$ cat src/rtl/fu_load_nb.sv
// Non-blocking multi-entry load unit: issue -> SQ forward lookup -> cache read / refill wait -> complete.
// Latency from issue cycle N: full forward N+2, cache hit N+3, misaligned N+1. Refill is unbounded.
// Backpressure: fu_ready drops when no FREE entry. complete_stall holds the presented result stable.
// Ports: clock/reset, issue_* in, fu_ready out, squash in, sq_lookup_* out / sq_* in,
//        cache_req/cache_addr out / cache_hit/cache_data in, broadcast_* in, complete_* out.
module fu_load_nb #(
  parameter int DEPTH = 4,
  parameter int XLEN  = 32,
  parameter int PRW   = 6,
  parameter int ROBW  = 5,
  parameter int SQW   = 3
) (
  input  logic            clock,
  input  logic            reset,
  input  logic            issue_valid,
  input  logic [XLEN-1:0] issue_base,
  input  logic [XLEN-1:0] issue_imm,
  input  logic [2:0]      issue_funct,
  input  logic [PRW-1:0]  issue_dest_pr,
  input  logic [ROBW-1:0] issue_rob,
  input  logic [SQW-1:0]  issue_sq_tail,
  output logic            fu_ready,
  input  logic            squash,
  output logic            sq_lookup_valid,
  output logic [XLEN-1:0] sq_lookup_addr,
  output logic [SQW-1:0]  sq_lookup_tail,
  input  logic            sq_stall,
  input  logic [3:0]      sq_usebytes,
  input  logic [XLEN-1:0] sq_data,
  output logic            cache_req,
  output logic [XLEN-1:0] cache_addr,
  input  logic            cache_hit,
  input  logic [XLEN-1:0] cache_data,
  input  logic            broadcast_en,
  input  logic [XLEN-1:0] broadcast_addr,
  input  logic [XLEN-1:0] broadcast_data,
  input  logic            complete_stall,
  output logic            complete_valid,
  output logic [PRW-1:0]  complete_dest_pr,
  output logic [ROBW-1:0] complete_rob,
  output logic [XLEN-1:0] complete_value,
  output logic            complete_exc
);
  localparam int IW = $clog2(DEPTH);

  typedef enum logic [2:0] {S_FREE, S_SQ, S_CACHE, S_MISS, S_DONE} state_t;

  state_t          st_q   [DEPTH], st_d   [DEPTH];
  logic [XLEN-1:0] addr_q [DEPTH], addr_d [DEPTH];
  logic [2:0]      fn_q   [DEPTH], fn_d   [DEPTH];
  logic [PRW-1:0]  tag_q  [DEPTH], tag_d  [DEPTH];
  logic [ROBW-1:0] rob_q  [DEPTH], rob_d  [DEPTH];
  logic [SQW-1:0]  tail_q [DEPTH], tail_d [DEPTH];
  logic [3:0]      use_q  [DEPTH], use_d  [DEPTH];
  logic [3:0]      fwd_q  [DEPTH], fwd_d  [DEPTH];
  logic [XLEN-1:0] data_q [DEPTH], data_d [DEPTH];
  logic            exc_q  [DEPTH], exc_d  [DEPTH];

  logic            free_vld, sq_vld, ca_vld, done_vld;
  logic [IW-1:0]   free_idx, sq_idx, ca_idx, done_idx;
  logic [DEPTH-1:0] bc_hit;

  // Only word addresses take part in refill matching; byte offset bits are deliberately ignored.
  logic unused_bc_low;
  assign unused_bc_low = ^broadcast_addr[1:0];

  // Forwarded lanes (mask m) come from fwd, remaining lanes from src.
  function automatic logic [XLEN-1:0] lane_merge(input logic [XLEN-1:0] fwd,
                                                 input logic [3:0] m,
                                                 input logic [XLEN-1:0] src);
    logic [XLEN-1:0] mask;
    mask = '0;
    for (int b = 0; b < 4; b++) mask[8*b +: 8] = {8{m[b]}};
    return (fwd & mask) | (src & ~mask);
  endfunction

  // Priority pickers: descending loop so the lowest index wins.
  always_comb begin
    free_vld = 1'b0; free_idx = '0;
    sq_vld   = 1'b0; sq_idx   = '0;
    ca_vld   = 1'b0; ca_idx   = '0;
    done_vld = 1'b0; done_idx = '0;
    bc_hit   = '0;
    for (int i = DEPTH-1; i >= 0; i--) begin
      if (broadcast_en && (st_q[i] == S_CACHE || st_q[i] == S_MISS) &&
          addr_q[i][XLEN-1:2] == broadcast_addr[XLEN-1:2])
        bc_hit[i] = 1'b1;
      if (st_q[i] == S_FREE) begin free_vld = 1'b1; free_idx = IW'(i); end
      if (st_q[i] == S_SQ)   begin sq_vld   = 1'b1; sq_idx   = IW'(i); end
      if (st_q[i] == S_DONE) begin done_vld = 1'b1; done_idx = IW'(i); end
      // A CACHE entry caught by this cycle's refill does not need the cache port.
      if (st_q[i] == S_CACHE && !(broadcast_en &&
          addr_q[i][XLEN-1:2] == broadcast_addr[XLEN-1:2])) begin
        ca_vld = 1'b1; ca_idx = IW'(i);
      end
    end
  end

  assign fu_ready = free_vld;

  // Next-state for every entry.
  always_comb begin
    logic [XLEN-1:0] ea;
    logic [3:0]      ub;
    logic            mis;
    for (int i = 0; i < DEPTH; i++) begin
      st_d[i] = st_q[i]; addr_d[i] = addr_q[i]; fn_d[i] = fn_q[i]; tag_d[i] = tag_q[i];
      rob_d[i] = rob_q[i]; tail_d[i] = tail_q[i]; use_d[i] = use_q[i]; fwd_d[i] = fwd_q[i];
      data_d[i] = data_q[i]; exc_d[i] = exc_q[i];
    end
    ea  = issue_base + issue_imm;
    ub  = 4'b1111;
    mis = 1'b0;
    case (issue_funct)
      3'b000, 3'b100: ub = 4'b0001 << ea[1:0];
      3'b001, 3'b101: begin ub = ea[1] ? 4'b1100 : 4'b0011; mis = ea[0]; end
      default:        begin ub = 4'b1111; mis = (ea[1:0] != 2'b00); end
    endcase

    if (sq_vld && !sq_stall) begin
      data_d[sq_idx] = sq_data;
      if ((use_q[sq_idx] & sq_usebytes) == use_q[sq_idx]) begin
        fwd_d[sq_idx] = use_q[sq_idx];
        st_d[sq_idx]  = S_DONE;
      end else begin
        fwd_d[sq_idx] = use_q[sq_idx] & sq_usebytes;
        st_d[sq_idx]  = S_CACHE;
      end
    end

    for (int i = 0; i < DEPTH; i++) begin
      if (bc_hit[i]) begin
        data_d[i] = lane_merge(data_q[i], fwd_q[i], broadcast_data);
        st_d[i]   = S_DONE;
      end
    end

    if (ca_vld) begin
      if (cache_hit) begin
        data_d[ca_idx] = lane_merge(data_q[ca_idx], fwd_q[ca_idx], cache_data);
        st_d[ca_idx]   = S_DONE;
      end else begin
        st_d[ca_idx]   = S_MISS;
      end
    end

    if (done_vld && !complete_stall) st_d[done_idx] = S_FREE;

    if (issue_valid && free_vld && !squash) begin
      addr_d[free_idx] = ea;
      fn_d[free_idx]   = issue_funct;
      tag_d[free_idx]  = issue_dest_pr;
      rob_d[free_idx]  = issue_rob;
      tail_d[free_idx] = issue_sq_tail;
      use_d[free_idx]  = ub;
      fwd_d[free_idx]  = 4'b0000;
      data_d[free_idx] = '0;
      exc_d[free_idx]  = mis;
      st_d[free_idx]   = mis ? S_DONE : S_SQ;
    end

    if (squash) begin
      for (int i = 0; i < DEPTH; i++) st_d[i] = S_FREE;
    end
  end

  always_ff @(posedge clock or posedge reset) begin
    if (reset) begin
      for (int i = 0; i < DEPTH; i++) begin
        st_q[i] <= S_FREE; addr_q[i] <= '0; fn_q[i] <= '0; tag_q[i] <= '0; rob_q[i] <= '0;
        tail_q[i] <= '0; use_q[i] <= '0; fwd_q[i] <= '0; data_q[i] <= '0; exc_q[i] <= 1'b0;
      end
    end else begin
      for (int i = 0; i < DEPTH; i++) begin
        st_q[i] <= st_d[i]; addr_q[i] <= addr_d[i]; fn_q[i] <= fn_d[i]; tag_q[i] <= tag_d[i];
        rob_q[i] <= rob_d[i]; tail_q[i] <= tail_d[i]; use_q[i] <= use_d[i]; fwd_q[i] <= fwd_d[i];
        data_q[i] <= data_d[i]; exc_q[i] <= exc_d[i];
      end
    end
  end

  // Request/response outputs are zero whenever their valid is low.
  always_comb begin
    logic [XLEN-1:0] sh;
    sq_lookup_valid  = sq_vld;
    sq_lookup_addr   = sq_vld ? {addr_q[sq_idx][XLEN-1:2], 2'b00} : '0;
    sq_lookup_tail   = sq_vld ? tail_q[sq_idx] : '0;
    cache_req        = ca_vld;
    cache_addr       = ca_vld ? {addr_q[ca_idx][XLEN-1:2], 2'b00} : '0;
    complete_valid   = done_vld;
    complete_dest_pr = done_vld ? tag_q[done_idx] : '0;
    complete_rob     = done_vld ? rob_q[done_idx] : '0;
    complete_exc     = done_vld && exc_q[done_idx];
    sh = data_q[done_idx] >> {addr_q[done_idx][1:0], 3'b000};
    case (fn_q[done_idx])
      3'b000:  complete_value = {{(XLEN-8){sh[7]}},   sh[7:0]};
      3'b001:  complete_value = {{(XLEN-16){sh[15]}}, sh[15:0]};
      3'b100:  complete_value = {{(XLEN-8){1'b0}},    sh[7:0]};
      3'b101:  complete_value = {{(XLEN-16){1'b0}},   sh[15:0]};
      default: complete_value = data_q[done_idx];
    endcase
    if (!done_vld || exc_q[done_idx]) complete_value = '0;
  end
endmodule

$ cat config.mk
export PLATFORM = sky130hd
export DESIGN_NAME = fu_load_nb
export DESIGN_NICKNAME = d
export VERILOG_FILES = /design/src/rtl/fu_load_nb.sv
export SDC_FILE = /design/constraint.sdc
export NUM_CORES = 2
export LEC_CHECK = 0
export CAP_MARGIN = 15
export CORE_UTILIZATION = 57
export DETAILED_ROUTE_END_ITERATION = 10
export GPL_TIMING_DRIVEN = 0
export PLACE_DENSITY = 0.82
export SETUP_SLACK_MARGIN = 0.02
export SYNTH_ARGS = -nofsm -noshare
export SYNTH_HDL_FRONTEND = slang
export SYNTH_SLANG_ARGS = --single-unit
$ cat constraint.sdc
create_clock -name clock -period 17.5 [get_ports clock]
set_input_delay 2.625 -clock clock [delete_from_list [all_inputs] [get_ports clock]]
set_output_delay 2.625 -clock clock [all_outputs]
set_load 0.01 [all_outputs]
==> impl_table.tex <==
\begin{tabular}{lr}
\hline
Metric & Value \\
\hline
\multicolumn{2}{l}{\textbf{Floorplanning}} \\
\quad Width of the chip & around 210 um \\
\quad Core Area & 43170 um\^{}2 \\
\quad Num rows & 76 \\
\quad Vertical die dimension & around 210 um \\
\quad Initial Utilization & 57.83\% \\
\quad Count of boundary I/O pins & around 340 \\
\quad DIE AREA & 44640 um\^{}2 \\
\multicolumn{2}{l}{\textbf{Worst setup path}} \\
\quad Worst setup path endpoint & cache\_addr[2] \\
\quad Reg2Reg Launch Point & addr\_q[99]\$\_DFFE\_PP0P\_ \\
\quad Critical Path Start Type & input pin \\
\quad Master of the slowest instance on the critical path & sky130\_fd\_sc\_hd\_\_nor4\_1 \\
\quad CP endpoint kind & primary output \\
\quad Worst R2R Setup Slack & 12.22 ns \\
\quad Biggest fanout along the worst timing path & 10 \\
\quad Setup Crit Path Kind & input pin to primary output \\
\quad Maximum single-stage delay on the critical path & $\sim$0.78 ns \\
\quad Crit Reg-Reg Endpoint & data\_q[109]\$\_DFF\_PP0\_ \\
\quad Critical-path cell list & clkdlybuf4s50\_1 > xnor2\_1 > nand4\_1 > nor4\_1 > a2111oi\_2 > a31oi\_1 > clkbuf\_1 > clkbuf\_1 > buf\_1 > o22ai\_1 > nor2\_1 > clkdlybuf4s50\_1 \\
\quad Crit path from & broadcast\_addr[3] \\
\quad Data arrival time of the critical path & 8.80 ns \\
\quad Worst reg-to-reg path cell count & 10 \\
\quad CP Data Required Time & 14.88 ns \\
\multicolumn{2}{l}{\textbf{STA}} \\
\quad Max Clock Freq & 0.08749 GHz \\
\quad Unrepaired setup endpoints after global routing & no \\
\quad Final count of pins violating max slew & 0 \\
\quad Least-Margin Pin Slew & 1.283 ns \\
\quad Worst rel slew slack & $\sim$14\% \\
\quad Endpoints failing hold & 0 \\
\quad Final-report setup violation count & 0 \\
\quad Worst Setup Slack, final & 6.071 ns \\
\quad Post-layout minimum cycle time & around 11 ns \\
\quad Period Utilization, post-route & 65.31\% \\
\quad Setup Total Neg Slack & 0 ns \\
\quad Clock Skew & 0.01456 ns \\
\multicolumn{2}{l}{\textbf{Logic synthesis}} \\
\quad XOR/XNOR share of the synthesized area & 5.051\% \\
\quad Seq/Total Area, Yosys & approximately 37\% \\
\quad Proportion of synthesized area in mux cells & 8.474\% \\
\quad Synthesized area & 24970 um\^{}2 \\
\quad Per-instance average area after synthesis & 8.592 um\^{}2 \\
\quad Synthesized-area fraction occupied by ao, oa, aoi and oai cells & 26.84\% \\
\quad Primary FF master, synth & sky130\_fd\_sc\_hd\_\_dfrtp\_1 \\
\quad Post-synthesis async set-or-reset flop share & 100.0\% \\
\quad Number of different library cells in the post-synthesis netlist & 84 \\
\quad Simple-gate share of the synthesized area & 15.81\% \\
\quad Post-synth EDFFs & 0 \\
\quad Cells after Synth & between 2000 and 3000 \\
\quad Adder-cell share of the synthesized area & 1.634\% \\
\quad Synthesis-stage register bit count & $\sim$370 \\
\quad Count of warnings emitted by yosys & 0 \\
\quad Combinational family with the most area after synthesis & compound AO/OA/AOI/OAI gates \\
\multicolumn{2}{l}{\textbf{GRT}} \\
\quad GR Util met3 & 17.09\% \\
\quad Met2 capacity usage during global routing & 75.59\% \\
\quad Vias in the first global route & 27540 \\
\quad First-pass GRT wire length & 170500 um \\
\quad Global Route met1 Usage & 62.65\% \\
\quad Most Crowded Layer GR & met2 \\
\quad Overall fraction of global-route tracks in use & 51.21\% \\
\quad Gr ovfl total & 0 \\
\quad Antenna violations before repair & 5 \\
\quad Maximum number of pins on one net before global-route repair & about 140 \\
\multicolumn{2}{l}{\textbf{Clock network}} \\
\quad Clock latency reported for the late side of the worst-skew pair & 0.63 ns \\
\quad PostCTS Resize Cnt & 0 \\
\quad Setup Buffers After CTS & 0 \\
\quad Clock root buffer & sky130\_fd\_sc\_hd\_\_clkbuf\_16 \\
\quad Total clock buffers created by CTS & 42 \\
\quad Number of sinks driven by the clock tree & 372 \\
\quad Number of H-tree branching levels & 2 \\
\quad Clock tree from TritonCTS & built \\
\quad Clock transition at the registers of the reported paths & roughly 0.060 ns \\
\quad Number of buffers between clock root and the deepest sink & 3 \\
\quad Post-CTS Hold Buffers & 0 \\
\multicolumn{2}{l}{\textbf{Run}} \\
\quad Number of maximum-capacitance violations & 0 \\
\multicolumn{2}{l}{\textbf{Placed design}} \\
\quad Post-DP Area & 29060 um\^{}2 \\
\quad Final weighted congestion of routability-driven global placement & 1.065 \\
\quad Pre-CTS setup slack & 6.675 ns \\
\quad Detailed placer's ending HPWL & between 80000 and 90000 um \\
\quad Number of buffer cells added on primary ports & 323 \\
\multicolumn{2}{l}{\textbf{Drt}} \\
\quad Length of the first detailed-routing pass in iterations & 10 \\
\quad Final ANT Viol Nets & 0 \\
\quad Post-route DRC violation count & 0 \\
\quad Drt initial violations & 5206 \\
\quad Final Routed Wirelength & 115900 um \\
\quad Vias after detailed routing & 28410 \\
\quad Detailed-route vias per instance & 7.284 \\
\quad WL per Instance & 29.72 um \\
\multicolumn{2}{l}{\textbf{Power}} \\
\quad Worst VDD drop & between 80 and 90 uV \\
\quad Total power divided by cell area & about 110 nW/um\^{}2 \\
\quad Overall power & 3452 uW \\
\quad Pleak & 0.01294 uW \\
\multicolumn{2}{l}{\textbf{Finish}} \\
\quad Number of fill cells in the layout & between 3000 and 4000 \\
\quad Multi-input combinational cell area & 14450 um\^{}2 \\
\quad Post-layout nets & $\sim$3500 \\
\quad Share of layout cells above drive strength 1 & 7.848\% \\
\quad Fraction of the core area covered by cells at the end of the flow & 70.76\% \\
\quad Layout Area Growth over Synthesis & 22.35\% \\
\quad Post-Layout Inst Area & roughly 31000 um\^{}2 \\
\quad Area taken by flip-flops and latches & 9309 um\^{}2 \\
\multicolumn{2}{l}{\textbf{Worst hold path}} \\
\quad Class of the worst hold path & flip-flop to flip-flop \\
\quad Cell depth of the worst hold path & 2 \\
\multicolumn{2}{l}{\textbf{Status}} \\
\quad Run status & finished, final reports clean \\
\hline
\end{tabular}
-- cell families (layout without fill, tap and decap cells) --
logic type,after synthesis,after routing
AOI/OAI and AO/OA,940,940
xor gates and xnor gates,144,144
adders and majority gates,32,32
buffers and inverters,309,713
DFF,372,372
muxes,202,202
other,1,7
and+or+nand+nor,906,906
-- through the flow --
step / hold slack [ns] / cells
5_1_grt: 0.5044 / 3899
6_report: 0.4743 / 3901
4_1_cts: 0.4779 / 3898
2_1_floorplan: 0.4381 / 2909
3_3_place_gp: 0.4568 / 3817
3_5_place_dp: 0.4629 / 3822
-- final cells by class --
type	count	share of cell area, %
timing repair buffer	328	10.90
multi-input combinational	2228	47.32
clock buffer	57	3.953
sequential	372	30.47
inverter	65	0.8233
buffer	244	3.203
antenna	3	0.02458
tap	585	2.396
clock inverter	19	0.9093
-- worst min path at each step --
stage	from	end	slack, ns
after floorplan	addr_q[64]$_DFFE_PP0P_	addr_q[64]$_DFFE_PP0P_	0.44
after global placement	tag_q[14]$_DFFE_PP0P_	tag_q[14]$_DFFE_PP0P_	0.46
after detailed placement	rob_q[16]$_DFFE_PP0P_	rob_q[16]$_DFFE_PP0P_	0.46
after CTS	rob_q[16]$_DFFE_PP0P_	rob_q[16]$_DFFE_PP0P_	0.48
after global routing	exc_q[2]$_DFFE_PP0P_	exc_q[2]$_DFFE_PP0P_	0.50
final	tail_q[6]$_DFFE_PP0P_	tail_q[6]$_DFFE_PP0P_	0.47
-- synth_stat cells (all sizes together), types with 72 or more instances --
| master | n | area share [%] |
|---|---|---|
| clkbuf | 202 | 3.0 |
| nor2 | 171 | 2.6 |
| nand2 | 528 | 8.0 |
| a221oi | 89 | 3.1 |
| mux2 | 72 | 3.3 |
| o21ai | 165 | 3.4 |
| mux2i | 130 | 5.2 |
| o22ai | 143 | 3.6 |
| a21oi | 95 | 1.9 |
| dfrtp | 372 | 37 |
| xnor2 | 112 | 3.9 |
| a211oi | 117 | 3.5 |
| a21o | 84 | 2.5 |
-- cells in the final DEF, fill, tap and decap left out, drive strengths merged, types with 15 or more instances in the layout --
master / Yosys / layout
nand2: 528 / 528
nor4: 15 / 15
o221a: 50 / 50
o21ai: 165 / 165
ha: 31 / 31
clkbuf: 202 / 259
nor2: 171 / 171
mux2: 72 / 72
a21oi: 95 / 95
o221ai: 46 / 46
dfrtp: 372 / 372
o32ai: 32 / 32
inv: 65 / 65
nand3: 35 / 35
a21o: 84 / 84
xor2: 32 / 32
a31oi: 33 / 33
mux2i: 130 / 130
xnor2: 112 / 112
nand4: 29 / 29
buf: 42 / 47
nor3: 27 / 27
a211oi: 117 / 117
clkdlybuf4s50: 0 / 323
a221oi: 89 / 89
o22ai: 143 / 143
-- critical path: cells and delay by family --
| family | cells | cell delay [ns] |
|---|---|---|
| xor+xnor | 1 | 0.71 |
| buf+inv | 5 | 3.10 |
| compound gates | 3 | 1.09 |
| simple gates | 3 | 1.25 |
-- sequential cells by signal (all words and copies together) (netlist names) --
name / cells
addr_q: 128
data_q: 128
exc_q: 4
fn_q: 12
fwd_q: 16
rob_q: 20
st_q: 12
tag_q: 24
tail_q: 12
use_q: 16
-- layer usage --
| metal | part of all wire, % | vias to the layer above |
|---|---|---|
| li1 | - | 11500 |
| met1 | 34 | 13410 |
| met2 | 42 | 2734 |
| met3 | 15 | 765 |
| met4 | 8.8 | 8 |
| met5 | 0.069 | - |
-- where the power goes --
group	total (uW)	internal (uW)	switching (uW)
combinational	1080	458	618
sequential	1400	1120	281
clock	972	561	411
No activity file was read; power rests on OpenSTA's default activity.
